--- src/rtl/alu_pkg.sv ---
// Shared types for the sequential ALU: opcode and state encodings, flag bundle.
package alu_pkg;

    typedef enum logic [2:0] {
        OP_ADD = 3'b000,
        OP_SUB = 3'b001,
        OP_AND = 3'b010,
        OP_OR  = 3'b011,
        OP_XOR = 3'b100,
        OP_ADC = 3'b101,
        OP_SHL = 3'b110,
        OP_MUL = 3'b111
    } op_e;

    typedef enum logic [1:0] {
        IDLE = 2'b00,
        EXEC = 2'b01,
        DONE = 2'b10
    } state_e;

    typedef struct packed {
        logic c;
        logic z;
        logic s;
        logic v;
    } flags_t;

    // MUL always iterates; SHL iterates only for a non-zero count.
    function automatic logic needs_exec(input op_e op, input logic shamt_nonzero);
        return (op == OP_MUL) || ((op == OP_SHL) && shamt_nonzero);
    endfunction

endpackage

--- src/rtl/seq_alu_if.sv ---
// Command/result handshake bundle between the operand front-end and the result sink.
interface seq_alu_if #(
    parameter int WIDTH = 8
) ();

    logic             in_valid;
    logic             in_ready;
    logic [2:0]       op;
    logic             use_acc;
    logic [WIDTH-1:0] a;
    logic [WIDTH-1:0] b;
    logic             out_valid;
    logic             out_ready;
    logic [WIDTH-1:0] result;
    logic             flag_c;
    logic             flag_z;
    logic             flag_s;
    logic             flag_v;
    logic             busy;

    // Front-end / sink side.
    modport master (
        output in_valid, op, use_acc, a, b, out_ready,
        input  in_ready, out_valid, result, flag_c, flag_z, flag_s, flag_v, busy
    );

    // ALU side.
    modport slave (
        input  in_valid, op, use_acc, a, b, out_ready,
        output in_ready, out_valid, result, flag_c, flag_z, flag_s, flag_v, busy
    );

endinterface

--- src/rtl/alu_core.sv ---
// Combinational single-cycle ALU ops (ADD/SUB/ADC/AND/OR/XOR) with flag generation.
// SHL/MUL pass operand A through with C=V=0, which is exactly the SHL-by-zero result.
module alu_core
    import alu_pkg::*;
#(
    parameter int WIDTH = 8
) (
    input  op_e              i_op,
    input  logic [WIDTH-1:0] i_a,
    input  logic [WIDTH-1:0] i_b,
    input  logic             i_cin,
    output logic [WIDTH-1:0] o_result,
    output flags_t           o_flags
);

    logic             w_cin;
    logic [WIDTH:0]   w_sum;
    logic [WIDTH:0]   w_diff;

    assign w_cin  = (i_op == OP_ADC) ? i_cin : 1'b0;
    assign w_sum  = {1'b0, i_a} + {1'b0, i_b} + {{WIDTH{1'b0}}, w_cin};
    assign w_diff = {1'b0, i_a} - {1'b0, i_b};

    // Select the op result, carry/borrow and signed overflow, then derive Z and S.
    always_comb begin
        o_result  = i_a;
        o_flags   = '0;
        case (i_op)
            OP_ADD, OP_ADC: begin
                o_result  = w_sum[WIDTH-1:0];
                o_flags.c = w_sum[WIDTH];
                o_flags.v = (i_a[WIDTH-1] == i_b[WIDTH-1]) &&
                            (w_sum[WIDTH-1] != i_a[WIDTH-1]);
            end
            OP_SUB: begin
                o_result  = w_diff[WIDTH-1:0];
                o_flags.c = w_diff[WIDTH];
                o_flags.v = (i_a[WIDTH-1] != i_b[WIDTH-1]) &&
                            (w_diff[WIDTH-1] != i_a[WIDTH-1]);
            end
            OP_AND:  o_result = i_a & i_b;
            OP_OR:   o_result = i_a | i_b;
            OP_XOR:  o_result = i_a ^ i_b;
            default: o_result = i_a;
        endcase
        o_flags.z = (o_result == '0);
        o_flags.s = o_result[WIDTH-1];
    end

endmodule

--- src/rtl/seq_alu.sv ---
// Sequential ALU: handshaked command in, handshaked result out, with accumulator,
// persistent flags, iterative SHL and shift-add MUL.
module seq_alu
    import alu_pkg::*;
#(
    parameter int WIDTH = 8
) (
    input  logic       clk,
    input  logic       rst,
    seq_alu_if.slave   bus
);

    localparam int SHW  = $clog2(WIDTH);
    localparam int CNTW = SHW + 1;

    state_e             r_state;
    state_e             w_next;
    logic               w_in_ready;
    logic               w_out_valid;
    logic               w_busy;
    logic               w_accept;
    logic               w_iter;
    logic               w_last;

    op_e                w_op;
    logic [WIDTH-1:0]   w_opa;
    logic [SHW-1:0]     w_shamt;

    op_e                r_op;
    logic [WIDTH-1:0]   r_opa;
    logic [2*WIDTH-1:0] r_prod;
    logic [CNTW-1:0]    r_cnt;
    logic [WIDTH-1:0]   r_acc;
    flags_t             r_flags;

    logic [WIDTH-1:0]   w_core_res;
    flags_t             w_core_flags;
    logic [WIDTH:0]     w_mul_add;
    logic [2*WIDTH-1:0] w_mul_next;
    logic [WIDTH-1:0]   w_shl_next;
    logic [WIDTH-1:0]   w_exec_res;
    flags_t             w_exec_flags;

    assign w_op    = op_e'(bus.op);
    assign w_opa   = bus.use_acc ? r_acc : bus.a;
    assign w_shamt = bus.b[SHW-1:0];
    assign w_iter  = needs_exec(w_op, w_shamt != '0);
    assign w_last  = (r_cnt == CNTW'(1));

    alu_core #(
        .WIDTH (WIDTH)
    ) u_core (
        .i_op     (w_op),
        .i_a      (w_opa),
        .i_b      (bus.b),
        .i_cin    (r_flags.c),
        .o_result (w_core_res),
        .o_flags  (w_core_flags)
    );

    // One shift-add step: upper half accumulates the multiplicand when the
    // current multiplier LSB is set, then the whole product shifts right.
    assign w_mul_add  = {1'b0, r_prod[2*WIDTH-1:WIDTH]} +
                        (r_prod[0] ? {1'b0, r_opa} : '0);
    assign w_mul_next = {w_mul_add, r_prod[WIDTH-1:1]};
    assign w_shl_next = {r_opa[WIDTH-2:0], 1'b0};

    // Result and flags of the final EXEC step, committed when w_last is set.
    always_comb begin
        w_exec_flags = '0;
        if (r_op == OP_MUL) begin
            w_exec_res     = w_mul_next[WIDTH-1:0];
            w_exec_flags.c = |w_mul_next[2*WIDTH-1:WIDTH];
        end else begin
            w_exec_res     = w_shl_next;
            w_exec_flags.c = r_opa[WIDTH-1];
        end
        w_exec_flags.z = (w_exec_res == '0);
        w_exec_flags.s = w_exec_res[WIDTH-1];
    end

    // FSM state register.
    always_ff @(posedge clk or posedge rst) begin
        if (rst) r_state <= IDLE;
        else     r_state <= w_next;
    end

    // FSM next-state and handshake outputs.
    always_comb begin
        w_next      = r_state;
        w_in_ready  = 1'b0;
        w_out_valid = 1'b0;
        w_busy      = 1'b0;
        w_accept    = 1'b0;
        case (r_state)
            IDLE: begin
                w_in_ready = 1'b1;
                if (bus.in_valid) begin
                    w_accept = 1'b1;
                    w_next   = w_iter ? EXEC : DONE;
                end
            end
            EXEC: begin
                w_busy = 1'b1;
                if (w_last) w_next = DONE;
            end
            DONE: begin
                w_out_valid = 1'b1;
                if (bus.out_ready) w_next = IDLE;
            end
            default: w_next = IDLE;
        endcase
    end

    // Operand latch, iteration registers, accumulator and flag commit.
    always_ff @(posedge clk or posedge rst) begin
        if (rst) begin
            r_op    <= OP_ADD;
            r_opa   <= '0;
            r_prod  <= '0;
            r_cnt   <= '0;
            r_acc   <= '0;
            r_flags <= '0;
        end else if (w_accept) begin
            r_op   <= w_op;
            r_opa  <= w_opa;
            r_prod <= {{WIDTH{1'b0}}, bus.b};
            r_cnt  <= (w_op == OP_MUL) ? CNTW'(WIDTH) : {1'b0, w_shamt};
            if (!w_iter) begin
                r_acc   <= w_core_res;
                r_flags <= w_core_flags;
            end
        end else if (r_state == EXEC) begin
            r_cnt <= r_cnt - CNTW'(1);
            if (r_op == OP_SHL) r_opa  <= w_shl_next;
            else                r_prod <= w_mul_next;
            if (w_last) begin
                r_acc   <= w_exec_res;
                r_flags <= w_exec_flags;
            end
        end
    end

    assign bus.in_ready  = w_in_ready;
    assign bus.out_valid = w_out_valid;
    assign bus.busy      = w_busy;
    assign bus.result    = r_acc;
    assign bus.flag_c    = r_flags.c;
    assign bus.flag_z    = r_flags.z;
    assign bus.flag_s    = r_flags.s;
    assign bus.flag_v    = r_flags.v;

endmodule

--- src/flat_wrapper.sv ---
// flat-port wrapper written by rule: the top's interface ports become plain ports
module seq_alu_flat import alu_pkg::*;
#(
    parameter int WIDTH = 8
)
  (clk, rst, bus_in_valid, bus_op, bus_use_acc, bus_a, bus_b, bus_out_ready, bus_in_ready, bus_out_valid, bus_result, bus_flag_c, bus_flag_z, bus_flag_s, bus_flag_v, bus_busy);
  seq_alu_if #(.WIDTH(WIDTH)) bus_i ();
  input  logic clk;
  input  logic rst;
  input wire logic [$bits(bus_i.in_valid)-1:0] bus_in_valid;
  input wire logic [$bits(bus_i.op)-1:0] bus_op;
  input wire logic [$bits(bus_i.use_acc)-1:0] bus_use_acc;
  input wire logic [$bits(bus_i.a)-1:0] bus_a;
  input wire logic [$bits(bus_i.b)-1:0] bus_b;
  input wire logic [$bits(bus_i.out_ready)-1:0] bus_out_ready;
  output wire logic [$bits(bus_i.in_ready)-1:0] bus_in_ready;
  output wire logic [$bits(bus_i.out_valid)-1:0] bus_out_valid;
  output wire logic [$bits(bus_i.result)-1:0] bus_result;
  output wire logic [$bits(bus_i.flag_c)-1:0] bus_flag_c;
  output wire logic [$bits(bus_i.flag_z)-1:0] bus_flag_z;
  output wire logic [$bits(bus_i.flag_s)-1:0] bus_flag_s;
  output wire logic [$bits(bus_i.flag_v)-1:0] bus_flag_v;
  output wire logic [$bits(bus_i.busy)-1:0] bus_busy;
  assign bus_i.in_valid = bus_in_valid;
  assign bus_i.op = bus_op;
  assign bus_i.use_acc = bus_use_acc;
  assign bus_i.a = bus_a;
  assign bus_i.b = bus_b;
  assign bus_i.out_ready = bus_out_ready;
  assign bus_in_ready = bus_i.in_ready;
  assign bus_out_valid = bus_i.out_valid;
  assign bus_result = bus_i.result;
  assign bus_flag_c = bus_i.flag_c;
  assign bus_flag_z = bus_i.flag_z;
  assign bus_flag_s = bus_i.flag_s;
  assign bus_flag_v = bus_i.flag_v;
  assign bus_busy = bus_i.busy;
  seq_alu #(.WIDTH(WIDTH)) u_core (.clk(clk), .rst(rst), .bus(bus_i));
endmodule
--- config.mk ---
export PLATFORM = sky130hd
export DESIGN_NAME = seq_alu_flat
export DESIGN_NICKNAME = d
export VERILOG_FILES = /design/src/rtl/alu_pkg.sv /design/src/rtl/seq_alu_if.sv /design/src/rtl/alu_core.sv /design/src/rtl/seq_alu.sv /design/src/flat_wrapper.sv
export SDC_FILE = /design/constraint.sdc
export NUM_CORES = 1
export LEC_CHECK = 0
export ABC_AREA = 1
export CORE_MARGIN = 3
export CORE_UTILIZATION = 59
export DETAILED_ROUTE_END_ITERATION = 10
export PLACE_DENSITY = 0.82
export RECOVER_POWER = 100
export SLEW_MARGIN = 20
export SYNTH_ARGS = -nofsm -noshare
export SYNTH_HDL_FRONTEND = slang
export SYNTH_SLANG_ARGS = --single-unit
--- constraint.sdc ---
create_clock -name clk -period 3.15 [get_ports clk]
set_input_delay 0.63 -clock clk [delete_from_list [all_inputs] [get_ports clk]]
set_output_delay 0.63 -clock clk [all_outputs]
set_load 0.02 [all_outputs]
=== Word level (Yosys, flattened, before mapping) ===
Index checks and enable logic that the tools add are counted.

* Output and inout bits: 15
* Flip-flop bits (word level): 45
* Memory bits (read-only): 0
* Bits in writable memories: 0
* Bits in latches: 0
* Memories: 0

* $add $sub $neg: 5
* Bitwise logic cells: 3
* Shift-type cells: 0
* Muxes and demuxes: 35
* $lt $le $gt $ge: 0
* Equality and inequality tests: 21
* Divide/modulo/power cells: 0
* Reductions and logical operators: 18
* Multiply operators: 0

{| class="wikitable"
|+ Operators with widths
! kind !! count
|-
| $mux W8 || 10
|-
| $mux W16 || 3
|-
| $pmux W8 S5 || 1
|-
| $mux W4 || 7
|-
| $eq A3 B3 Y1 const B || 6
|-
| $logic_not A8 Y1 || 2
|-
| $add A8 B8 Y9 || 1
|-
| $add A8 B9 Y9 || 1
|-
| $add A9 B1 Y9 || 1
|-
| $sub A8 B8 Y9 || 1
|-
| $and A8 B8 Y8 || 1
|-
| $mux W2 || 4
|-
| $or A8 B8 Y8 || 1
|-
| $reduce_or A8 Y1 || 1
|-
| $xor A8 B8 Y8 || 1
|-
| $mux W1 || 7
|-
| $eq A3 B2 Y1 const B || 2
|-
| $ne A2 B2 Y1 const B || 3
|-
| $pmux W2 S3 || 1
|-
| $reduce_and A3 Y1 || 2
|-
| $reduce_bool A2 Y1 || 3
|-
| $eq A4 B1 Y1 const B || 1
|-
| $ne A2 B1 Y1 const B || 2
|-
| $pmux W1 S2 || 2
|-
| other kinds (13) || 18
|}

=== Depth between registers and ports, before layout ===
Gate-level depths: netlist of run 1.

* Word-level depth: 8
* Depth in mapped cells: 17
* Depth with buffers taken out: 17

=== Modules after synthesis ===
Synthesis of run 1 repeated with hierarchy kept, for this count alone.

* Cells, all modules: 640
* Area total of the unflattened synthesis: 4237.8 sq um

{| class="wikitable"
|+ Modules (own cells, without submodules)
! module !! instances !! seq. area each (sq um) !! area each (sq um) !! cells an instance
|-
| seq_alu || 1 || 1126.1 || 2791.4 || 373
|-
| alu_core || 1 || 0.0 || 1446.4 || 267
|}

=== Least setup slack after synthesis of run 1 ===
OpenSTA, ideal clock, no wires.

* Path type: input to register
* Start point: in bus_use_acc
* End point: reg u_core.r_flags (netlist bit u_core.bus.flag_z)
* Required time: 3073 ps
* Stages: 14
* Arrival time: 2522 ps
* Buffers on the path: 1
* Slack: 551 ps
* Cell sequence: buf_2 > nand2_1 > o21a_1 > inv_1 > fa_1 > inv_1 > fa_1 > nand2_1 > nand3_1 > nor2_1 > nand3_1 > nor2_1 > nand4_1 > a21oi_1

* Longest elaborated chain between the ends: 7

{| class="wikitable"
|+ Ends and longest elaborated chain
! item !! line !! source
|-
| start, declared || flat_wrapper.sv:12 || <nowiki>input wire logic [$bits(bus_i.use_acc)-1:0] bus_use_acc;</nowiki>
|-
| $mux W8 (*) || seq_alu.sv:45 || <nowiki>assign w_opa = bus.use_acc ? r_acc : bus.a;</nowiki>
|-
| $add A8 B8 Y9 || alu_core.sv:21 || <nowiki>assign w_sum = {1'b0, i_a} + {1'b0, i_b} + {{WIDTH{1'b0}}, w_cin};</nowiki>
|-
| $add A9 B1 Y9 || alu_core.sv:21 ||
|-
| $pmux W8 S5 (*) || alu_core.sv:28 || <nowiki>case (i_op)</nowiki>
|-
| $logic_not A8 Y1 (*) || alu_core.sv:46 || <nowiki>o_flags.z = (o_result == '0);</nowiki>
|-
| $mux W4 (*) || seq_alu.sv:129 || <nowiki>if (!w_iter) begin</nowiki>
|-
| $mux W4 (*) || seq_alu.sv:124 || <nowiki>end else if (w_accept) begin</nowiki>
|-
| end signal, assigned || seq_alu.sv:131 || <nowiki>r_flags <= w_core_flags;</nowiki>
|-
| end signal, assigned || seq_alu.sv:139 || <nowiki>r_flags <= w_exec_flags;</nowiki>
|-
| end, declared || seq_alu.sv:34 || <nowiki>flags_t r_flags;</nowiki>
|}

Mark *: on every way between the ends. The rest lies on a longest branch, timed or not. The select of a mux whose other input is x is not followed.
A chain may end at the register's enable or synchronous reset.

=== Worst setup path in the final report of run 1 ===
* Start point: in bus_a[0]
* End point: reg u_core.r_flags (netlist bit u_core.bus.flag_z)

* Longest elaborated chain between the ends: 7

{| class="wikitable"
|+ Ends and longest elaborated chain
! item !! line !! source
|-
| start, declared || flat_wrapper.sv:13 || <nowiki>input wire logic [$bits(bus_i.a)-1:0] bus_a;</nowiki>
|-
| $mux W8 (*) || seq_alu.sv:45 ||
|-
| $add A8 B8 Y9 || alu_core.sv:21 ||
|-
| $add A9 B1 Y9 || alu_core.sv:21 ||
|-
| $pmux W8 S5 (*) || alu_core.sv:28 ||
|-
| $logic_not A8 Y1 (*) || alu_core.sv:46 ||
|-
| $mux W4 (*) || seq_alu.sv:129 ||
|-
| $mux W4 (*) || seq_alu.sv:124 ||
|}

Marks and branches as above.

==> impl_metrics.ini, run 1 <==
[setup_path]
worst-path-max-fanout = 4
timing_worst_setup_path_type = in -> reg
critical_path_buf_inv_count = 3
worstSetupStartpointType = input port
critical-path-top-delay-family = adder cells
path_cells = clkdlybuf4s50_1 -> o21a_1 -> inv_1 -> fa_1 -> inv_1 -> fa_1 -> xor2_1 -> a21oi_2 -> nand3b_1 -> nand2_1 -> nand3_1 -> nor2_1 -> nand4_1 -> a21oi_1
worst_setup_path_end_kind = flop
timing.critical_path.slowest_cell_delay_ps = 420
crit_required_ps = 3370
critical_path_arrival_ps = 2990
worst_path_max_delay_cell = fa_1

[power]
design_power_total_w = 0.003351
ir_drop_mv = 0.2541
cellLeakagePower_nw = 2.614
power_density_mw_per_mm2 = 689.0

[clock_tree]
post_cts_setup_buffer_count = 0
cts_tree = yes
post_cts_resized = 0
cts.reportedPaths.clkPinSlew_ps = 70
cts.sink_count = 44
cts-buffers-inserted = 5
cts.hold.buffers_added = 0
h-tree-depth = 2
clk_latency_ps = 290
cts-root-to-sink-buffers = 2
root_buffer = clkbuf_8

[global_routing]
pin_count_of_the_biggest_net_entering_global_routing = 46
grt_overflow_total = 0
initial_antenna_violation_count = 0
global_route_wire_length_before_repair_mm = 18.57
grt_pass1_vias = 4045
grt_util_all_layers_pct = 27.37

[floorplanning]
placementRows = 30
die_x_um = 90.25
die_extent_in_y_um = 90.25
num_io_pins = 39
die_area_mm2 = 0.008145
core_area_mm2 = 0.006832
starting_density_of_the_core_pct = 61.30

[logic_synthesis]
per_instance_average_area_after_synthesis_um2 = 6.733
synth-simple-area-share_pct = 32.24
synthAdderAreaFrac_pct = 14.16
synth_compound_area_share_pct = 13.65
synth.yosys.seq_area_share_pct = 26.29
synth_top_family_by_area = simple AND/OR/NAND/NOR gates
synthesis.area_mm2 = 0.004188
synth_fp_nets = 691
muxShareOfSynthArea_pct = 0
postSynthCellCount = 622
synth.yosys.warnings = 0
post_synth_xor_area_fraction_pct = 1.882
synth-seq-cells = 44
post_synth_num_cell_types = 38

[drt]
highest_routed_layer = met4
detail_route.wl_per_cell_um = 14.16
num_vias = 4251
detailroute.wirelength.met3_um = 580
drtAntennaViolNets = 0
post_drt_via_cell_ratio = 5.492
drt_wl_total_mm = 10.96
routed-wl-met2_mm = 5.413
remaining_drc_errors = 0
detailedRoute.firstIterationViolations = 294
drt_first_pass_iters = 5
met1Wirelength_mm = 4.788

[placed_design]
dpl.hpwl_mm = 8.751
placed_cell_area_mm2 = 0.004816
gp_congestion = 0.9456
port_buffers = 38

[sta]
timing.final.max_slew_violations = 45
max_slew.worst_pin.slew_ps = 1647
max_freq_ghz = 0.3618
final_min_period_over_clock_period_pct = 87.74
fin_hold_ws_ps = 487.5
grt_setup_unrepaired = no
timing.final.hold_violations = 0
min_period_ps = 2764
relSlewSlack_pct = -9.912
setup_viol_count_final = 0
fin_skew_ps = 4.435

[final_layout]
final-seq-area_mm2 = 0.001101
layout-area-overhead-vs-synth_pct = 16.13
layout.cells.most_common = nand2_1
layout_common_cells = nand2_1 (168), inv_1 (92), nand3_1 (54)
multi_input_comb_area_mm2 = 0.002585
layout-drive-gt1-share_pct = 8.407
layout.cell_area.non_filler_mm2 = 0.004863
num-nets-final = 749
antenna_cells = 0
fill_cell_instance_count_of_the_final_layout = 586

[run]
drv_cap = 1

[run_status]
violated_checks = max-capacitance violations, max-slew violations
status = complete, but fails checks

[min_path]
hold_class = reg -> reg
==> per-stage QoR <==
step	TNS [ps]	util, %	instances	worst slack [ps]
2_1_floorplan	0	-	622	551.0
3_3_place_gp	-444.6	70.49	769	-151.1
3_5_place_dp	-1056	70.49	769	-197.7
4_1_cts	0	71.50	774	87.02
5_1_grt	0	71.19	774	102.1
6_report	0	71.19	774	386.3
==> worst reg2reg max path, delay by kind of cell, from the launching register on <==
family | cells | cell delay (ps)
flops | 1 | 390
fa+ha+maj | 2 | 630
compound gates | 3 | 390
buf+inv | 3 | 270
xor+xnor | 1 | 200
simple gates | 6 | 500
==> path summary, 6_finish.rpt <==
path | from | endpoint | slack [ps] | depth (start not counted)
worst max-delay path | bus_a[0] | u_core.bus.flag_z | 390 | 14
worst min-delay path | u_core.bus.flag_v | u_core.bus.flag_v | 490 | 2
worst max register to register | u_core.bus.result[0] | u_core.bus.flag_z | 700 | 15
worst min register to register | u_core.bus.flag_v | u_core.bus.flag_v | 490 | 2
max in group asynchronous | rst | u_core.r_prod[14] | 900 | 2
min in group asynchronous | rst | u_core.r_state[1] | 1280 | 2
==> power by group <==
part	total, W	leakage (nW)	internal [W]	switching, W
registers	0.00101	0.558	0.000801	0.000205
clock network	0.000314	0.0359	0.000143	0.000171
logic	0.00203	2.02	0.000778	0.00125
==> state kept, by name, summed over array words and instances, names as in the netlist, 2 cells and up <==
register and count:
u_core.bus.result 7, u_core.r_opa 8, u_core.r_op 3, u_core.r_prod 16, u_core.r_state 2, u_core.r_cnt 4
==> routing by layer <==
layer	vias up	track usage [%]
li1	2127	-
met4	0	7.908
met2	139	46.86
met3	14	4.083
met1	1971	35.93
met5	-	0
==> Yosys cell counts, drive strengths merged <==
cell type	count	area share, %
ha	41	12
xor2	5	1.0
a22oi	1	0.18
nand3b	3	0.54
nand4	17	2.5
o22a	1	0.21
a31oi	6	0.90
a22o	1	0.21
nand3	59	7.6
o221ai	3	0.63
buf	13	2.2
nor2	49	5.0
o21a	2	0.36
inv	100	9.1
o31ai	1	0.18
o211ai	3	0.54
nand2	171	16
nor4	1	0.15
nor3	2	0.24
xnor2	4	0.84
o22ai	7	1.0
o21ai	57	6.8
clkbuf	6	0.54
dfrtp	44	26
a21oi	21	2.6
fa	4	1.9
==> layout make-up <==
type	instances	share of cell area, %
multi-input cells	459	53.15
clock buffers	5	1.415
repair buffers	70	12.50
flip-flops and latches	44	22.64
inverters	100	7.821
well taps	96	2.470
==> logic make-up (layout without fill, tap and decap cells) <==
group,count (synthesis),count (layout)
AO/OA/AOI/OAI,103,103
XOR/XNOR,9,9
flip-flops,44,44
adder cells (fa/ha/maj),45,45
buffers and inverters,119,175
AND/OR/NAND/NOR,302,302
No activity file was read; power rests on OpenSTA's default activity.
==> run 2: changes to the inputs <==
--- a/config.mk
+++ b/config.mk
@@ -7,9 +7,9 @@
 export LEC_CHECK = 0
 export ABC_AREA = 1
 export CORE_MARGIN = 3
-export CORE_UTILIZATION = 59
+export CORE_UTILIZATION = 55
 export DETAILED_ROUTE_END_ITERATION = 10
-export PLACE_DENSITY = 0.82
+export PLACE_DENSITY = 0.77
 export RECOVER_POWER = 100
 export SLEW_MARGIN = 20
 export SYNTH_ARGS = -nofsm -noshare
==> run 2 against run 1 <==
The flow still finishes with violations (max-capacitance violations, max-slew violations). Clock-buffer cell count up 1. Register-to-register slack worse by 70 ps. Non-clock buffer count down 7. Via count up 0.21%. Combinational power is 2% lower. Die area grew 6.8%. Clock power increased by 18%. Critical path type unchanged. Largest cell class unchanged. Largest power group unchanged.
==> impl_metrics.ini, run 2 (synthesis gave the netlist of run 1 again) <==
[sta]
fin_skew_ps = 4.515
setup_viol_count_final = 0
timing.final.hold_violations = 0
relSlewSlack_pct = -10.91
grt_setup_unrepaired = no
final_min_period_over_clock_period_pct = 94.24
max_slew.worst_pin.slew_ps = 1662
setup_tns_ps = 0
fin_hold_ws_ps = 507.8
min_period_ps = 2968
timing.final.max_slew_violations = 45
max_freq_ghz = 0.3369

[global_routing]
pin_count_of_the_biggest_net_entering_global_routing = 46
global_route_wire_length_before_repair_mm = 18.44
grt_util_all_layers_pct = 26.24
initial_antenna_violation_count = 0
grt_overflow_total = 0
grt_pass1_vias = 4014

[power]
ir_drop_mv = 0.2291
seq_power_share_pct = 30.0
switching_share_pct = 48.64
power.combinational.fraction_pct = 59.1
power_density_mw_per_mm2 = 695.2
cellLeakagePower_nw = 2.593
power.share.clock_pct = 11.0
switching_power_w = 0.001639
internal-power_w = 0.001730

[placed_design]
gp_congestion = 0.9344
dp.cells = 765
dpl.hpwl_mm = 8.841
placed_cell_area_mm2 = 0.004767
port_buffers = 38

[final_layout]
final_util_pct = 66.10
layout.cell_area.non_filler_mm2 = 0.004846
antenna_cells = 0
layout_common_cells = nand2_1 (168), inv_1 (91), nand3_1 (54)
layout.cells.most_common = nand2_1
num-nets-final = 742
layout-area-overhead-vs-synth_pct = 15.72
stdcell_count = 773
layout-drive-gt1-share_pct = 8.012
largest_register_ff_count = 16
max_flop_register = u_core.r_prod

[drt]
post_drt_via_cell_ratio = 5.511
num_vias = 4260
detail_route.wl_per_cell_um = 14.41
drt_wl_total_mm = 11.14
drtAntennaViolNets = 0
drt_first_pass_iters = 5
detailedRoute.firstIterationViolations = 220
remaining_drc_errors = 0

[setup_path]
timing_worst_setup_path_type = in -> reg
worst_setup_path_end_kind = flop
worst-path-max-fanout = 8
critical_path_arrival_ps = 3160
path_cells = clkdlybuf4s50_1 -> buf_4 -> nand2_1 -> o21a_1 -> inv_2 -> fa_1 -> inv_1 -> fa_1 -> nand4_1 -> nand3_1 -> nand2_1 -> nand3_1 -> nand3_1 -> nor2_1 -> nand2_1 -> a22o_1
worstSetupStartpointType = input port
timing.critical_path.slowest_cell_delay_ps = 410
worst_path_max_delay_cell = clkdlybuf4s50_1
crit_required_ps = 3340

[floorplanning]
starting_density_of_the_core_pct = 57.13
placementRows = 31
die_area_mm2 = 0.008697
num_io_pins = 39
core_area_mm2 = 0.007331
die_extent_in_y_um = 93.26
die_x_um = 93.26

[run_status]
violated_checks = max-capacitance violations, max-slew violations
status = complete, but fails checks

[clock_tree]
cts.sink_count = 44
cts-root-to-sink-buffers = 2
clk_latency_ps = 300
cts-buffers-inserted = 5
cts.hold.buffers_added = 0
cts_tree = yes
root_buffer = clkbuf_8
cts.reportedPaths.clkPinSlew_ps = 80
h-tree-depth = 2

[min_path]
hold_class = reg -> reg

[run]
drv_cap = 1
==> run 2: layer usage <==
| layer | GRT usage [%] | vias up | share of wire (%) |
|---|---|---|---|
| li1 | - | 2120 | - |
| met1 | 33.40 | 1943 | 43 |
| met2 | 46.40 | 174 | 48 |
| met3 | 3.298 | 23 | 6.1 |
| met4 | 7.570 | 0 | 2.0 |
| met5 | 0 | - | 0 |
==> run 2: through the flow <==
step	power (W)	setup slack, ps
2_1_floorplan	0.002413	551.0
3_3_place_gp	0.002971	-111.0
3_5_place_dp	0.003029	-140.4
4_1_cts	0.003405	152.5
5_1_grt	0.003663	5.548
6_report	0.003369	181.5
==> run 2: cell type report <==
cell class,count,area [µm²]
Inverter,100,379.1
Sequential cell,44,1101
Tap cell,99,123.9
Clock buffer,6,82.58
Fill cell,654,2485
Multi-Input combinational cell,459,2585
Clock inverter,2,10.01
Timing Repair Buffer,63,564.3
==> run 2: critical path, delay by kind of cell <==
kind | cells | cell delay, ps
and+or+nand+nor | 8 | 820
adders and majority gates | 2 | 630
AOI/OAI and AO/OA | 2 | 340
buffers and inverters | 4 | 740
==> run 2: repair_timing <==
action / in CTS / in global routing
setup endpoints to repair: 0 / 1
setup buffers: 0 / 0
gates resized for setup: 0 / 2
==> run 2: worst paths after layout <==
path	endpoint	slack (ps)	start	depth (start not counted)
setup / recovery	u_core.bus.result[6]	180	bus_use_acc	16
setup reg to reg	u_core.bus.flag_c	630	u_core.r_prod[0]	16
hold reg to reg	u_core.bus.flag_v	510	u_core.bus.flag_v	2
max in group asynchronous	u_core.r_op[0]	890	rst	2
min in group asynchronous	u_core.r_prod[10]	1280	rst	2
hold / removal	u_core.bus.flag_v	510	u_core.bus.flag_v	2
==> run 2: power groups by stage <==
stage          Clock, W  Combinational [W]  Sequential, W
4_1_cts        0.000373            0.00202        0.00101
2_1_floorplan         0            0.00139        0.00103
3_5_place_dp          0            0.00201        0.00101
3_3_place_gp          0            0.00196        0.00101
5_1_grt        0.000397            0.00223        0.00104
6_report       0.000369            0.00199        0.00101
==> run 3: changes to the inputs <==
--- a/config.mk
+++ b/config.mk
@@ -11,6 +11,7 @@
 export DETAILED_ROUTE_END_ITERATION = 10
 export PLACE_DENSITY = 0.77
 export RECOVER_POWER = 100
+export REMOVE_ABC_BUFFERS = 1
 export SLEW_MARGIN = 20
 export SYNTH_ARGS = -nofsm -noshare
 export SYNTH_HDL_FRONTEND = slang
==> run 3 against run 2 <==
The flow still finishes with violations (max-capacitance violations, max-slew violations). Clock power shrank 7.3%. Combinational power rose by 3%. Worst hold slack worse by 7.3 ps. Via count increased by 1.9%. Sequential share of layout area decreased by 0.35 points. Final area increased by 1.5%. Clock-buffer cell count unchanged. Worst setup slack better by 110 ps. Sequential cell count is the same. Critical path type unchanged. Largest cell class unchanged.
==> impl_metrics.ini, run 3 (synthesis gave the netlist of run 1 again) <==
[power]
power_density_mw_per_mm2 = 689.5
design_power_total_w = 0.003393
cellLeakagePower_nw = 2.653
ir_drop_mv = 0.2886

[final_layout]
antenna_cells = 0
layout.cell_area.non_filler_mm2 = 0.004921
final_util_pct = 67.13
max_flop_register = u_core.r_prod
largest_register_ff_count = 16
layout.cells.most_common = nand2_1
layout-area-overhead-vs-synth_pct = 17.51
layout-drive-gt1-share_pct = 8.759
num-nets-final = 754
layout_common_cells = nand2_1 (168), inv_1 (92), nand3_1 (54)

[min_path]
hold_class = reg -> reg
holdCritStartpoint = u_core.bus.flag_v

[clock_tree]
post_cts_setup_buffer_count = 0
h-tree-depth = 2
cts-buffers-inserted = 5
post_cts_resized = 0
clk_latency_ps = 290
cts-root-to-sink-buffers = 2
root_buffer = clkbuf_8
cts_tree = yes
cts.hold.buffers_added = 0
cts.reportedPaths.clkPinSlew_ps = 80
cts.sink_count = 44

[drt]
detail_route.wl_per_cell_um = 14.59
routed-wl-met2_mm = 5.713
drt_first_pass_iters = 5
num_vias = 4339
remaining_drc_errors = 0
drtAntennaViolNets = 0
detailroute.wirelength.met3_um = 534
detailedRoute.firstIterationViolations = 372
highest_routed_layer = met4
post_drt_via_cell_ratio = 5.534
drt_wl_total_mm = 11.44
met1Wirelength_mm = 4.997

[sta]
postLayoutSetupSlackWorst_ps = 289.9
timing.final.hold_violations = 0
fin_skew_ps = 2.949
max_freq_ghz = 0.3496
min_period_ps = 2860
fin_hold_ws_ps = 500.5
timing.final.max_slew_violations = 45
grt_setup_unrepaired = no
relSlewSlack_pct = -11.46
max_slew.worst_pin.slew_ps = 1670
setup_viol_count_final = 0
final_min_period_over_clock_period_pct = 90.80

[setup_path]
r2r.worst_path.cells = 15
worstSetupStartpointType = input port
timing.rr.start = u_core.bus.result[0]
startpoint = bus_op[1]
timing.rr.end = u_core.bus.flag_z
worst-path-max-fanout = 3
ff2ff_setup_slack_ps = 600
crit_path_end = u_core.bus.flag_z
timing_worst_setup_path_type = in -> reg
worst_setup_path_end_kind = flop
crit_required_ps = 3370
critical_path_arrival_ps = 3090

[floorplanning]
placementRows = 31
die_extent_in_y_um = 93.26
die_x_um = 93.26
die_area_mm2 = 0.008697
starting_density_of_the_core_pct = 57.13
num_io_pins = 39
core_area_mm2 = 0.007331

[global_routing]
grt_pass1_vias = 4160
grt_overflow_total = 0
global_route_wire_length_before_repair_mm = 19.15
grt_util_all_layers_pct = 27.14
initial_antenna_violation_count = 0
pin_count_of_the_biggest_net_entering_global_routing = 46

[placed_design]
preCtsSetupSlack_ps = -154.2
dpl.hpwl_mm = 9.178
port_buffers = 38
gp_congestion = 0.9592
placed_cell_area_mm2 = 0.004857

[run_status]
status = complete, but fails checks
violated_checks = max-capacitance violations, max-slew violations

[run]
drv_cap = 1
==> run 3: area by class of cell <==
type                            count  area, µm²
Timing Repair Buffer               75      656.9
Sequential cell                    44       1101
Fill cell                         636       2410
Clock inverter                      1      5.005
Tap cell                           99      123.9
Clock buffer                        6      72.57
Multi-Input combinational cell    459       2581
Inverter                          100      380.4
==> run 3: worst max-delay path, stage by stage <==
cell           delay, ps
dlygate4sd3_1        560
clkinv_1              60
nand4_1              140
fa_1                 400
inv_1                 90
fa_1                 260
nand3_1              120
nand2_1               90
nand2_1               50
nand3_1               60
nand3_1              100
nand2_1               80
nand3_1               70
nor2_1               140
nand4_1              110
a21oi_1              130
==> run 3: metrics by stage <==
stage	setup TNS, ps	std cells
2_1_floorplan	0	603
3_3_place_gp	-301.8	777
3_5_place_dp	-620.6	777
4_1_cts	0	784
5_1_grt	0	784
6_report	0	784
==> run 3: how the worst min path moves through the flow <==
stage / to / slack [ps] / cells after the start
final: u_core.bus.flag_v / 500 / 2
after global routing: u_core.bus.flag_v / 530 / 2
after CTS: u_core.bus.flag_v / 500 / 2
after detailed placement: u_core.bus.flag_v / 470 / 2
after global placement: u_core.bus.flag_v / 470 / 2
after floorplan: u_core.r_prod[0] / 460 / 2
==> run 3: layer usage <==
metal / GRT usage (%) / vias up
met5: 0 / -
met4: 7.204 / 0
met3: 2.494 / 18
met2: 48.00 / 138
met1: 35.37 / 2050
li1: - / 2133
==> run 3: power breakdown <==
group	switching [W]	leakage [nW]	internal [W]	total (W)
logic	0.00126	2.05	0.000787	0.00205
registers	0.000204	0.558	0.000801	0.00100
clock network	0.000191	0.0410	0.000151	0.000342
total	0.00165	2.65	0.00174	0.00339
